`src/rtl/cpu_pkg.sv`:
```
// rtl/cpu_pkg.sv - shared ALU opcodes, writeback entry type and FSM state type
package cpu_pkg;

  localparam logic [3:0] OP_ADD = 4'b0000;
  localparam logic [3:0] OP_SUB = 4'b0001;
  localparam logic [3:0] OP_AND = 4'b0010;
  localparam logic [3:0] OP_OR  = 4'b0011;
  localparam logic [3:0] OP_XOR = 4'b0100;

  localparam int WB_N  = 16;
  localparam int WB_AW = 3;

  // Default-width writeback entry; the top re-declares it at its own widths.
  typedef struct packed {
    logic [WB_AW-1:0] addr;
    logic [WB_N-1:0]  data;
  } wb_entry_t;

  typedef enum logic {
    S_IDLE  = 1'b0,
    S_WRITE = 1'b1
  } wb_state_t;

  // Only the five ALU ops produce a register-file write; anything above is dropped.
  function automatic logic is_wb_op(input logic [3:0] op);
    return (op <= OP_XOR);
  endfunction

endpackage

```
`src/rtl/wb_fifo.sv`:
```
// rtl/wb_fifo.sv - synchronous FIFO of writeback entries exposing its storage for forwarding
module wb_fifo
  import cpu_pkg::*;
#(
  parameter type T     = wb_entry_t,
  parameter int  DEPTH = 2
) (
  input  logic                       clk,
  input  logic                       rst,
  input  logic                       push,
  input  T                           push_data,
  input  logic                       pop,
  output T                           head,
  output logic                       full,
  output logic                       empty,
  output logic [$clog2(DEPTH):0]     count,
  output T [DEPTH-1:0]               entries,
  output logic [DEPTH-1:0]           valid,
  output logic [$clog2(DEPTH)-1:0]   head_ptr
);

  localparam int PW = $clog2(DEPTH);

  T [DEPTH-1:0]  mem_q, mem_d;
  logic [PW-1:0] wr_ptr_q, wr_ptr_d;
  logic [PW-1:0] rd_ptr_q, rd_ptr_d;
  logic [PW:0]   count_q, count_d;
  logic          do_push, do_pop;
  logic [PW-1:0] off;

  assign full     = (count_q == (PW+1)'(DEPTH));
  assign empty    = (count_q == '0);
  assign count    = count_q;
  assign head     = mem_q[rd_ptr_q];
  assign entries  = mem_q;
  assign head_ptr = rd_ptr_q;

  // Next-state for storage, pointers and occupancy; overflow/underflow requests are ignored.
  always_comb begin
    mem_d    = mem_q;
    wr_ptr_d = wr_ptr_q;
    rd_ptr_d = rd_ptr_q;
    count_d  = count_q;
    do_push  = push && !full;
    do_pop   = pop && !empty;
    if (do_push) begin
      mem_d[wr_ptr_q] = push_data;
      wr_ptr_d        = wr_ptr_q + PW'(1);
    end
    if (do_pop) begin
      rd_ptr_d = rd_ptr_q + PW'(1);
    end
    case ({do_push, do_pop})
      2'b10:   count_d = count_q + (PW+1)'(1);
      2'b01:   count_d = count_q - (PW+1)'(1);
      default: count_d = count_q;
    endcase
  end

  // An entry is valid when its distance from the head is below the occupancy.
  always_comb begin
    valid = '0;
    off   = '0;
    for (int i = 0; i < DEPTH; i++) begin
      off      = PW'(i) - rd_ptr_q;
      valid[i] = ({1'b0, off} < count_q);
    end
  end

  // Pointers and occupancy are reset; storage contents need no reset.
  always_ff @(posedge clk) begin
    if (rst) begin
      wr_ptr_q <= '0;
      rd_ptr_q <= '0;
      count_q  <= '0;
    end else begin
      wr_ptr_q <= wr_ptr_d;
      rd_ptr_q <= rd_ptr_d;
      count_q  <= count_d;
    end
  end

  // Storage array update.
  always_ff @(posedge clk) begin
    mem_q <= mem_d;
  end

endmodule

```
`src/rtl/rd_writeback.sv`:
```
// rtl/rd_writeback.sv - ALU result writeback to register file via FIFO; optional WB_FWD_EN forwarding lookup
module rd_writeback
  import cpu_pkg::*;
#(
  parameter int N     = 16,
  parameter int AW    = 3,
  parameter int DEPTH = 2,
  parameter int CW    = 8
) (
  input  logic          clk,
  input  logic          rst,
  input  logic          alu_valid,
  output logic          alu_ready,
  input  logic [3:0]    opcode,
  input  logic [AW-1:0] rd_addr,
  input  logic [N-1:0]  result,
  output logic          rf_we,
  output logic [AW-1:0] rf_waddr,
  output logic [N-1:0]  rf_wdata,
  input  logic          rf_ack,
  output logic          busy,
  output logic [CW-1:0] wb_cnt,
  output logic [CW-1:0] drop_cnt
`ifdef WB_FWD_EN
  ,
  input  logic [AW-1:0] fwd_raddr,
  output logic          fwd_hit,
  output logic [N-1:0]  fwd_data
`endif
);

  localparam int PW   = $clog2(DEPTH);
  localparam int CNTW = PW + 1;

  typedef struct packed {
    logic [AW-1:0] addr;
    logic [N-1:0]  data;
  } entry_t;

  wb_state_t         state_q, state_d;
  logic [CW-1:0]     wb_cnt_q, wb_cnt_d;
  logic [CW-1:0]     drop_cnt_q, drop_cnt_d;
  logic [CNTW-1:0]   count_nxt;

  entry_t            push_entry;
  entry_t            head;
  entry_t [DEPTH-1:0] fifo_entries;
  logic [DEPTH-1:0]  fifo_valid;
  logic [PW-1:0]     fifo_head_ptr;
  logic [CNTW-1:0]   fifo_count;
  logic              fifo_full, fifo_empty;
  logic              accept, wb_op, push, pop;

  assign alu_ready  = !fifo_full && !rst;
  assign accept     = alu_valid && alu_ready;
  assign wb_op      = is_wb_op(opcode);
  assign push       = accept && wb_op;
  assign rf_we      = (state_q == S_WRITE);
  assign pop        = rf_we && rf_ack;
  assign push_entry = '{addr: rd_addr, data: result};

  assign rf_waddr = rf_we ? head.addr : '0;
  assign rf_wdata = rf_we ? head.data : '0;
  assign busy     = !fifo_empty;
  assign wb_cnt   = wb_cnt_q;
  assign drop_cnt = drop_cnt_q;

  wb_fifo #(
    .T     (entry_t),
    .DEPTH (DEPTH)
  ) u_fifo (
    .clk       (clk),
    .rst       (rst),
    .push      (push),
    .push_data (push_entry),
    .pop       (pop),
    .head      (head),
    .full      (fifo_full),
    .empty     (fifo_empty),
    .count     (fifo_count),
    .entries   (fifo_entries),
    .valid     (fifo_valid),
    .head_ptr  (fifo_head_ptr)
  );

  // Next occupancy drives the IDLE/WRITE decision; counters step on commit and on drop.
  always_comb begin
    count_nxt = fifo_count;
    case ({push, pop})
      2'b10:   count_nxt = fifo_count + CNTW'(1);
      2'b01:   count_nxt = fifo_count - CNTW'(1);
      default: count_nxt = fifo_count;
    endcase
    state_d    = (count_nxt != '0) ? S_WRITE : S_IDLE;
    wb_cnt_d   = wb_cnt_q + (pop ? CW'(1) : CW'(0));
    drop_cnt_d = drop_cnt_q + ((accept && !wb_op) ? CW'(1) : CW'(0));
  end

  // Writeback FSM and statistics registers.
  always_ff @(posedge clk) begin
    if (rst) begin
      state_q    <= S_IDLE;
      wb_cnt_q   <= '0;
      drop_cnt_q <= '0;
    end else begin
      state_q    <= state_d;
      wb_cnt_q   <= wb_cnt_d;
      drop_cnt_q <= drop_cnt_d;
    end
  end

`ifdef WB_FWD_EN
  logic [PW-1:0] fwd_idx;

  // Walk oldest to youngest so the youngest matching entry wins.
  always_comb begin
    fwd_hit  = 1'b0;
    fwd_data = '0;
    fwd_idx  = '0;
    for (int k = 0; k < DEPTH; k++) begin
      fwd_idx = fifo_head_ptr + PW'(k);
      if (fifo_valid[fwd_idx] && (fifo_entries[fwd_idx].addr == fwd_raddr)) begin
        fwd_hit  = 1'b1;
        fwd_data = fifo_entries[fwd_idx].data;
      end
    end
  end
`else
  logic unused_fwd;
  assign unused_fwd = ^{fifo_entries, fifo_valid, fifo_head_ptr};
`endif

endmodule

```
`config.mk`:
```
export PLATFORM = sky130hd
export DESIGN_NAME = rd_writeback
export DESIGN_NICKNAME = d
export VERILOG_FILES = /design/src/rtl/cpu_pkg.sv /design/src/rtl/wb_fifo.sv /design/src/rtl/rd_writeback.sv
export SDC_FILE = /design/constraint.sdc
export NUM_CORES = 1
export LEC_CHECK = 0
export CAP_MARGIN = 10
export CELL_PAD_IN_SITES_DETAIL_PLACEMENT = 1
export CELL_PAD_IN_SITES_GLOBAL_PLACEMENT = 1
export CORE_MARGIN = 8
export CORE_UTILIZATION = 38
export CTS_CLUSTER_SIZE = 14
export DETAILED_ROUTE_END_ITERATION = 6
export GPL_TIMING_DRIVEN = 0
export PLACE_DENSITY = 0.82
export SETUP_SLACK_MARGIN = 0.15
export SYNTH_ARGS = -nofsm -noshare
export SYNTH_HDL_FRONTEND = slang
export SYNTH_SLANG_ARGS = --single-unit
```
`constraint.sdc`:
```
create_clock -name clk -period 3.3 [get_ports clk]
set_clock_uncertainty 0.1 [all_clocks]
set_input_delay 0.495 -clock clk [delete_from_list [all_inputs] [get_ports clk]]
set_output_delay 0.495 -clock clk [all_outputs]
set_load 0.01 [all_outputs]
```
==> metrics.cfg <==
[status]
run_status=finished, final reports clean

[cells_and_area]
nNetsFinal=303
nFillCells=681
syn_to_final_growth_pct=39.8
n_antenna_cell=0
layout.cells.non_filler=349
drive_gt1_share_pct=7.72

[route]
postRouteAntennaNets=0
via_per_inst=4.91
totalWireLength_um=5900
drc_errors=0
routedWlPerCell_um=16.9
vias=1712
drtIter0Drc=43
first_pass_iters=4

[pwr]
power.density_nw_per_um2=496
power_leakage_nw=1.19
ir_drop_mv=0.241
p_total_mw=1.71

[logic_synthesis]
synth_top_family_by_area=simple AND/OR/NAND/NOR gates
synth_nets=227
synth.largest_area_cell=edfxtp_1
netlist_area_sq_um=2470
synth_edf_count=38
synth_seq_cells=59
ys_types=28
synthCells=191
seq_area_frac_synth_pct=63.2
ys_warn_count=0
synth_top_area_share_pct=46.2
synthFlopType=edfxtp_1
synthAdderAreaFrac_pct=4.55
muxShareOfSynthArea_pct=8.15
async_reset_ff_share_pct=0
synthXorXnorAreaFrac_pct=2.83
yosys.area_share.simple_pct=14.3
synth_compound_area_share_pct=4.66
syn_avg_cell_area_sq_um=12.9
ys_top_cells_by_area=edfxtp_1 46%, dfxtp_1 17%, mux2i_1 7.7%

[clocking]
ctsHoldBuffers=0
root_buffer=clkbuf_8
path_clk_slew_ns=0.06
clk_latency_ns=0.32
postCtsSetupBuffers=0
htreeDepth=3
ctsResizeCount=0
cts_tree=built
clockBufferDepth=2
cts.sinks=59
numCtsBuffers=9

[global_routing]
grt_pass1_wl_um=9720
grt_pass1_vias=1934
overflow=0
grt_max_degree=20
antenna_found_initial=0
grt_use_total_pct=12.8

[setup_path]
worst_setup_path_start_kind=flop
end_kind=primary output
worst_ep_required_time_ns=2.70
critical_path.max_fanout=10
arrival_ns=2.16
worstSetupPathType=reg -> out

[placed_design]
dp_hpwl_um=4420
portBuffers=64
place_inst=333
gp_congestion=0.692

[timing]
rsz0062_at_grt=false
period_minus_slack_ns=2.75
hold_viol_final=0
setup_violations=0
max_freq_mhz=363
worst_pin_slew_ns=0.907
maxSlewViolCount=0
max_slew_margin_pct=39.5
fin_crit_sh_pct=83.4

[min_path]
min_path_type=reg -> reg

[floorplan]
start_util_pct=39.2
core-area_sq_um=6310
dieArea_sq_um=9340
fp.dieH_um=96.7
rows=29
io_pins=65
die_x_um=96.7

[run]
drv_cap=0

layer usage:
metal | GRT usage [%] | vias to the layer above | wire (um)
met1 | 14.2 | 818 | 2600
met2 | 21.9 | 51 | 2930
met3 | 3.49 | 6 | 301
met5 | 0 | - | 0
met4 | 6.39 | 0 | 72
li1 | - | 837 | -
state kept, by name, summed over array words and instances (netlist names):
name             count
drop_cnt             8
rf_we                1
u_fifo.count         2
u_fifo.entries      38
u_fifo.head_ptr      1
u_fifo.wr_ptr_q      1
wb_cnt               8
synth_stat cells (2+ instances only):
cell type / n
clkbuf_1: 4
nor3_1: 2
buf_2: 2
xor2_1: 6
o21ai_0: 7
dfxtp_1: 21
ha_1: 9
a21oi_1: 7
nor2_1: 12
nor2b_1: 23
edfxtp_1: 38
xnor2_1: 2
nand2_1: 3
mux2i_1: 19
nand4_2: 2
or3_1: 7
nand3_1: 8
inv_1: 9
critical path, cell delays in order (launching register included):
cell and delay (ns):
dfxtp_1 0.37, clkbuf_1 0.33, clkbuf_1 0.36, nor2b_1 0.22
clkdlybuf4s50_1 0.56
worst paths after layout:
kind / endpoint / slack (ns) / cells after the start / start
max reg2reg: u_fifo.entries[37] / 0.91 / 5 / u_fifo.count[0]
min: u_fifo.wr_ptr_q / 0.39 / 1 / u_fifo.wr_ptr_q
max: rf_wdata[6] / 0.55 / 4 / rf_we
min reg2reg: u_fifo.wr_ptr_q / 0.39 / 1 / u_fifo.wr_ptr_q
report_power, final:
group	internal, mW	switching [mW]
combinational	0.0848	0.0673
clock	0.492	0.264
sequential	0.799	0.00638
cell type report:
type / count / area [sq um] / area share (%)
sequential: 59 / 1560 / 45.2
multi-input combinational: 117 / 855 / 24.7
timing repair buffer: 65 / 656 / 19.0
clock buffer: 9 / 124 / 3.58
clock inverter: 7 / 106 / 3.08
tap: 77 / 96.3 / 2.79
inverter: 9 / 33.8 / 0.977
buffer: 6 / 25.0 / 0.724
layout by cell type (no fill, tap or decap), types with 2 or more instances in the layout:
master	synthesis	layout
a21oi_1	7	7
buf_2	2	2
bufinv_16	0	3
clkbuf_1	4	4
clkbuf_8	0	9
clkdlybuf4s50_1	0	64
clkinv_1	0	3
dfxtp_1	21	21
edfxtp_1	38	38
ha_1	9	9
inv_1	9	9
mux2i_1	19	19
nand2_1	3	3
nand3_1	8	8
nand4_2	2	2
nor2_1	12	11
nor2b_1	23	23
nor3_1	2	2
o21ai_0	7	7
or3_1	7	7
xnor2_1	2	2
xor2_1	6	6
stage by stage:
stage	cell area (sq um)	hold slack (ns)	setup TNS, ns	util [%]	setup WS (ns)
3_3_place_gp	3210	0.357	-0.950	50.8	-0.0507
4_1_cts	3460	0.398	0	54.8	0.461
5_1_grt	3460	0.429	0	54.8	0.356
2_1_floorplan	2470	0.342	0	-	0.897
3_5_place_dp	3230	0.384	0	51.1	0.437
6_report	3460	0.394	0	54.8	0.549
cells by family after synthesis:
| logic type | count (synthesis) |
|---|---|
| mux | 20 |
| compound gates | 20 |
| fa+ha+maj | 9 |
| buf+inv | 15 |
| simple gates | 60 |
| flops | 59 |
| xor+xnor | 8 |
(Power assumes the default switching activity.)
